**src/rtl/risc_v_mike_mem_arb.sv**
```systemverilog
// risc_v_mike_mem_arb: fetch / load-store arbiter in front of one shared
// single-ported, synchronous-read memory.
// The macro RISC_V_MIKE_MEM_ARB_FIX_PRIO_EN selects fixed priority (data port
// always wins a conflict). When it is undefined, conflicts are resolved round-robin.
module risc_v_mike_mem_arb #(
  parameter int unsigned ADDR_W  = 32,
  parameter int unsigned DATA_W  = 32,
  parameter int unsigned MEM_LAT = 1
) (
  input  logic                clk,
  input  logic                rst,
  // instruction-fetch port
  input  logic                if_req,
  input  logic [ADDR_W-1:0]   if_addr,
  output logic                if_gnt,
  output logic                if_rvalid,
  output logic [DATA_W-1:0]   if_rdata,
  // load/store port
  input  logic                dm_req,
  input  logic                dm_we,
  input  logic [ADDR_W-1:0]   dm_addr,
  input  logic [DATA_W-1:0]   dm_wdata,
  input  logic [DATA_W/8-1:0] dm_be,
  output logic                dm_gnt,
  output logic                dm_rvalid,
  output logic [DATA_W-1:0]   dm_rdata,
  // memory macro port
  output logic                mem_req,
  output logic                mem_we,
  output logic [ADDR_W-1:0]   mem_addr,
  output logic [DATA_W-1:0]   mem_wdata,
  output logic [DATA_W/8-1:0] mem_be,
  input  logic [DATA_W-1:0]   mem_rdata
);

  localparam int unsigned BE_W = DATA_W / 8;

  typedef enum logic {
    FETCH = 1'b0,
    DATA  = 1'b1
  } owner_t;

  // Conflict winner: high when the data port takes a cycle both ports request
  logic dm_wins;

`ifdef RISC_V_MIKE_MEM_ARB_FIX_PRIO_EN
  // Fixed priority: data always wins, fetch may starve
  always_comb begin
    dm_wins = 1'b1;
  end
`else
  owner_t last_gnt;
  owner_t last_gnt_nxt;

  // Remember which port was granted last; reset value hands the first conflict to data
  always_ff @(posedge clk or posedge rst) begin
    if (rst) begin
      last_gnt <= FETCH;
    end else begin
      last_gnt <= last_gnt_nxt;
    end
  end

  // Round-robin: the port not granted most recently wins; track every grant
  always_comb begin
    dm_wins      = (last_gnt == FETCH);
    last_gnt_nxt = last_gnt;
    if (dm_gnt) begin
      last_gnt_nxt = DATA;
    end else if (if_gnt) begin
      last_gnt_nxt = FETCH;
    end
  end
`endif

  // Same-cycle grant and memory-port mux; everything idles to zero in reset
  always_comb begin
    if_gnt    = 1'b0;
    dm_gnt    = 1'b0;
    mem_req   = 1'b0;
    mem_we    = 1'b0;
    mem_addr  = '0;
    mem_wdata = '0;
    mem_be    = '0;
    if (!rst) begin
      if (dm_req && (!if_req || dm_wins)) begin
        dm_gnt = 1'b1;
      end else if (if_req) begin
        if_gnt = 1'b1;
      end
    end
    if (dm_gnt) begin
      mem_req   = 1'b1;
      mem_we    = dm_we;
      mem_addr  = dm_addr;
      mem_wdata = dm_wdata;
      mem_be    = dm_be;
    end else if (if_gnt) begin
      mem_req   = 1'b1;
      mem_addr  = if_addr;
      mem_be    = {BE_W{1'b1}};
    end
  end

  // Response tracking: one {valid, owner} slot per cycle of memory latency
  logic [MEM_LAT-1:0] pipe_vld;
  logic [MEM_LAT-1:0] pipe_own;
  logic               rd_issue;
  logic               rd_owner;

  // A granted read enters the pipeline tagged with the granted port
  always_comb begin
    rd_issue = mem_req & ~mem_we;
    rd_owner = dm_gnt;
  end

  // Shift slots toward the tail; reset drops everything in flight at once
  always_ff @(posedge clk or posedge rst) begin
    if (rst) begin
      pipe_vld <= '0;
      pipe_own <= '0;
    end else begin
      pipe_vld[0] <= rd_issue;
      pipe_own[0] <= rd_owner;
      for (int i = 1; i < MEM_LAT; i++) begin
        pipe_vld[i] <= pipe_vld[i-1];
        pipe_own[i] <= pipe_own[i-1];
      end
    end
  end

  // Tail slot steers the response; read data is shared and only qualified by rvalid
  always_comb begin
    if_rvalid = 1'b0;
    dm_rvalid = 1'b0;
    if_rdata  = '0;
    dm_rdata  = '0;
    if (!rst) begin
      if_rvalid = pipe_vld[MEM_LAT-1] & (pipe_own[MEM_LAT-1] == FETCH);
      dm_rvalid = pipe_vld[MEM_LAT-1] & (pipe_own[MEM_LAT-1] == DATA);
      if_rdata  = mem_rdata;
      dm_rdata  = mem_rdata;
    end
  end

endmodule
```
**config.mk**
```make
export PLATFORM = sky130hd
export DESIGN_NAME = risc_v_mike_mem_arb
export DESIGN_NICKNAME = d
export VERILOG_FILES = /design/src/rtl/risc_v_mike_mem_arb.sv
export SDC_FILE = /design/constraint.sdc
export NUM_CORES = 1
export LEC_CHECK = 0
export ABC_AREA = 1
export CAP_MARGIN = 20
export CELL_PAD_IN_SITES_DETAIL_PLACEMENT = 1
export CELL_PAD_IN_SITES_GLOBAL_PLACEMENT = 1
export CORE_MARGIN = 2
export CORE_UTILIZATION = 11
export DETAILED_ROUTE_END_ITERATION = 10
export PLACE_DENSITY_LB_ADDON = 0.15
export SYNTH_ARGS = -nofsm -noshare
export SYNTH_HDL_FRONTEND = slang
export SYNTH_SLANG_ARGS = --single-unit
```
**constraint.sdc**
```tcl
create_clock -name clk -period 1.4 [get_ports clk]
set_clock_uncertainty 0.15 [all_clocks]
set_input_delay 0.28 -clock clk [delete_from_list [all_inputs] [get_ports clk]]
set_output_delay 0.28 -clock clk [all_outputs]
set_load 0.01 [all_outputs]
```
Yosys cells after proc, flatten, opt, wreduce, memory -nomap -nowiden --
Cells that the tools add are included.
Operators by class: multiplexer cells 18, bitwise gates (word level) 6, reductions and logical operators 4
Operators by type and width (count):
- 2-to-1 mux 32 bit | 4
- 2-to-1 mux 1 bit | 12
- 2-to-1 mux 4 bit | 2
- AND 1 bit | 3
- NOT 1 bit | 3
- nonzero test 2 bit | 1
- logical AND 1 bit | 1
- logical NOT 1 bit | 1
- logical OR 1 bit | 1
Storage, ports and cells: bits in registers 3, input port bits 137, output and inout bits 138, logic and storage cells 31

Depth between registers and ports, before layout --
depth in word-level cells 8, mapped depth 7, depth with buffers taken out 5

Least setup slack after synthesis --
OpenSTA, ideal clock, no wires.
kind input -> output, start input rst, end output if_rdata[10], arrival time 0.980 ns, data required time 0.970 ns, slack -0.010 ns, cell stages on the path 4, path buffers 3, cells stage by stage buf_6 > clkbuf_1 > nor2_1 > buf_4
Between the ends: longest elaborated chain between the ends 1
RTL lines:
- start, declared | RTL line 11 | input logic rst,
- 2-to-1 mux 32 bit
- end, declared | RTL line 17 | output logic [DATA_W-1:0] if_rdata,
Every way passes these cells.

Worst setup path after layout --
start register last_gnt, end output mem_wdata[6]
Between the ends: longest elaborated chain between the ends 6
RTL lines:
- start, declared | RTL line 52 | owner_t last_gnt;
- start signal, assigned | RTL line 60 | last_gnt <= last_gnt_nxt;
- NOT 1 bit | RTL line 66 | dm_wins = (last_gnt == FETCH);
- logical OR 1 bit | RTL line 86 | if (dm_req && (!if_req || dm_wins)) begin
- logical AND 1 bit | RTL line 86
- 2-to-1 mux 1 bit | RTL line 86
- 2-to-1 mux 1 bit | RTL line 85 | if (!rst) begin
- 2-to-1 mux 32 bit | RTL line 92 | if (dm_gnt) begin
- end, declared | RTL line 31 | output logic [DATA_W-1:0] mem_wdata,
Every way passes these cells.

==> out/results.txt <==
In the synthesized netlist the dominant register cell turns out to be sky130_fd_sc_hd__dfrtp_1. The number of enable flip-flop cells after synthesis came out at 0. The tools report the endpoint class of the critical path as a primary output. Class of the tightest hold or removal check: reg2reg. Synthesis produced a netlist with a net count of 447.

The number of global-route vias before repair was 3082; the final setup slack of the worst path was -0.435 ns. By area the synthesized netlist is led by sky130_fd_sc_hd__buf_4 (17%), sky130_fd_sc_hd__inv_1 (15%), sky130_fd_sc_hd__nor2_1 (15%). The count of maximum capacitance violations is 0, and the number of detailed-route iterations in the first pass is 3. Initial core utilization: 0.113. The flip-flop and latch count after synthesis works out to 3. The hold violation count in the final report is 0. The ratio of total power to cell area is 430 nW/um^2. TritonCTS built the clock tree.

The die width was 126 um; the initial antenna violation count was 0. Setup repair after global routing could not meet its margin everywhere. The analysis attributes to cell leakage a power of 2.62 nW. The first global-routing pass estimated 16.6 mm of wire.

After clock tree synthesis, the clock-pin slew on the worst setup and hold paths is 0.03 ns. The finished layout holds 765 standard cells, fillers aside. The worst setup path is launched from a register. The fraction of synthesized cell area taken by the top area cell type is 0.169. The die covers 15900 sq um. The worst hold path depth is 2, and the total half-perimeter wirelength after legalization and detailed placement is 8.49 mm. Data arrives at the worst endpoint at 1.40 ns.

In this run the worst path has a maximum fanout of 8. The checks that failed: setup timing. The slew at the pin closest to its max-slew limit is 0.221 ns, and the average wire per cell in the routed design is 14.2 um.

275 I/O pins were placed. The share of the clock period used by the worst path was 1.31. The share of layout cells above drive strength 1 works out to 0.501. The type of the worst setup path was reg2out.

The post-route minimum period works out to 1.83 ns. The flow ran to the end, but the final reports show violations. In this run the clock root is driven by a sky130_fd_sc_hd__clkbuf_16. The iteration-0 DRC count of the detailed router was 68; the fraction of the yosys area taken by sequential cells was 0.0457. Summed over all failing endpoints, the final setup total negative slack is -26.70 ns.

The run gives 73 as the number of endpoints failing setup at the final stage. For the worst flop-to-flop path, the logic depth is 7. Buffers inserted during clock tree synthesis total 3.

The maximum clock path buffer count is 2, and the net total in the final layout is 719. The tools report the critical path data required time as 0.97 ns. The cell area after layout came out at 4930 sq um.

The repair_antennas step left the layout with diodes totalling 0. The cell with the most instances after synthesis was sky130_fd_sc_hd__inv_1. During synthesis, Yosys emitted a total of 0 warnings. Summed over all layers, the global routing overflow is 0. The routability-driven placement congestion ratio is 0.743. The tools report the number of pins with negative max-slew slack in the final report as 0. Each instance of the synthesized netlist takes up on average 5.30 sq um. Buffers placed on the I/O ports in this run total 274.

For the total routing resource utilization after global routing, the log shows 0.128. The run gives 33 as the largest net degree at the start of global routing. The number of antenna-violating nets in the routed design is 0. The distinct cell type count of the synthesized netlist was 17; the vertical die dimension was 126 um. Counting every sink on the clock net gives 3. The floorplan has 44 rows. The tools report the post-synthesis instance area as 1640 sq um. The clock reaches the later pin of the worst-skew pair after 0.23 ns.

The tools report the cell count after placement as 736. The commonest cells after synthesis are sky130_fd_sc_hd__inv_1 (67), sky130_fd_sc_hd__nor2_1 (66), sky130_fd_sc_hd__nand2_1 (47). The cell count after synthesis came out at 310.

The run gives 0.853 as the headroom to the max-slew limit. After floorplanning, the core was sized to cover 14500 sq um. After detailed routing, the number of vias per cell comes to 3.88. The number of DRC violations after detailed routing is 0. The detailed router placed 2966 vias in this run. The signed area change from the synthesized netlist to the final layout works out to 200%. The placed standard-cell area came out at 4480 sq um. The peak ir drop on the vdd network was 290 uV. The number of inserted filler cells in the final layout came out at 1833. The tools report the maximum frequency from static timing analysis as 545 MHz. The post-synthesis async set-or-reset flop share was 1.00; the maximum level of the CTS H-tree was 1.

sky130_fd_sc_hd__buf_4 takes more of the synthesized area than any other cell. For this block, the routed nets add up to 10.9 mm of wire.
==> through the flow <==
step	hold WS [ns]	util	setup WS [ns]	power, mW
final	0.400	0.339	-0.435	2.12
after global routing	0.436	0.339	-0.494	2.26
after CTS	0.357	0.323	-0.525	2.06
after detailed placement	0.397	0.308	-1.02	1.52
after global placement	0.384	0.308	-0.977	1.51
after floorplan	0.187	-	-0.00970	0.628
==> path summary, 6_finish.rpt <==
| path | slack (ns) | endpoint | from |
|---|---|---|---|
| worst max-delay path | -0.43 | mem_wdata[6] | last_gnt |
| worst min-delay path | 0.40 | last_gnt | last_gnt |
| worst max register to register | 0.12 | pipe_vld | last_gnt |
| worst min register to register | 0.40 | last_gnt | last_gnt |
| max in group asynchronous | 0.43 | pipe_vld | rst |
| min in group asynchronous | 0.52 | last_gnt | rst |
==> cells by family after synthesis <==
kind of cell	Yosys count	share of synthesized area
AND/OR/NAND/NOR	182	0.543
buffers and inverters	125	0.411
flip-flops	3	0.0457
==> worst max-delay path, cell delays in order, from the launching register on <==
cell                      delay, ns
sky130_fd_sc_hd__dfrtp_1       0.41
sky130_fd_sc_hd__nand2_4       0.11
sky130_fd_sc_hd__nand3_4       0.13
sky130_fd_sc_hd__buf_6         0.17
sky130_fd_sc_hd__buf_12        0.14
sky130_fd_sc_hd__nor2_1        0.08
sky130_fd_sc_hd__buf_2         0.14
==> what timing repair did <==
action,in CTS,in global routing
buffers inserted,29,1
pin swaps,63,16
hold buffers,1,0
endpoints found under the hold margin,3,0
setup endpoints to repair,139,92
gates cloned,4,3
resized for setup,703,72
==> cells in the final DEF, fill, tap and decap left out, types with 10 or more instances in the layout <==
| cell type | n |
|---|---|
| sky130_fd_sc_hd__nor2_2 | 35 |
| sky130_fd_sc_hd__buf_4 | 16 |
| sky130_fd_sc_hd__nor2_4 | 21 |
| sky130_fd_sc_hd__inv_1 | 64 |
| sky130_fd_sc_hd__nand2_1 | 35 |
| sky130_fd_sc_hd__buf_6 | 47 |
| sky130_fd_sc_hd__nand4_1 | 33 |
| sky130_fd_sc_hd__dlygate4sd2_1 | 38 |
| sky130_fd_sc_hd__nand3_2 | 30 |
| sky130_fd_sc_hd__clkdlybuf4s50_1 | 101 |
| sky130_fd_sc_hd__nor2_1 | 10 |
| sky130_fd_sc_hd__nand2_2 | 10 |
| sky130_fd_sc_hd__buf_2 | 91 |
| sky130_fd_sc_hd__buf_12 | 14 |
==> where the power goes <==
part | internal, mW | total (mW) | leakage, nW | switching [mW]
Clock | 0.377 | 0.467 | 0.0382 | 0.0901
Sequential | 0.0962 | 0.104 | 0.0373 | 0.00742
Combinational | 0.863 | 1.55 | 2.54 | 0.683
==> flip-flops by register name, indices dropped and copies added, names as in the netlist <==
register and flops:
last_gnt 1, pipe_vld 1, pipe_own 1
==> metal layers <==
| metal | vias to the layer above | wire (um) | global-route usage |
|---|---|---|---|
| met5 | - | 0 | 0 |
| met2 | 164 | 5680 | 0.242 |
| met1 | 1332 | 3950 | 0.137 |
| met4 | 0 | 237 | 0.0381 |
| li1 | 1455 | - | - |
| met3 | 15 | 1040 | 0.0361 |
==> cell type report <==
class	count	area, sq um	area share
Sequential cell	3	75.1	0.0152
Clock buffer	4	78.8	0.0160
Multi-Input combinational cell	182	1300	0.264
Tap cell	184	230	0.0467
Timing Repair Buffer	322	2970	0.602
Inverter	70	280	0.0569
(Power assumes the default switching activity.)
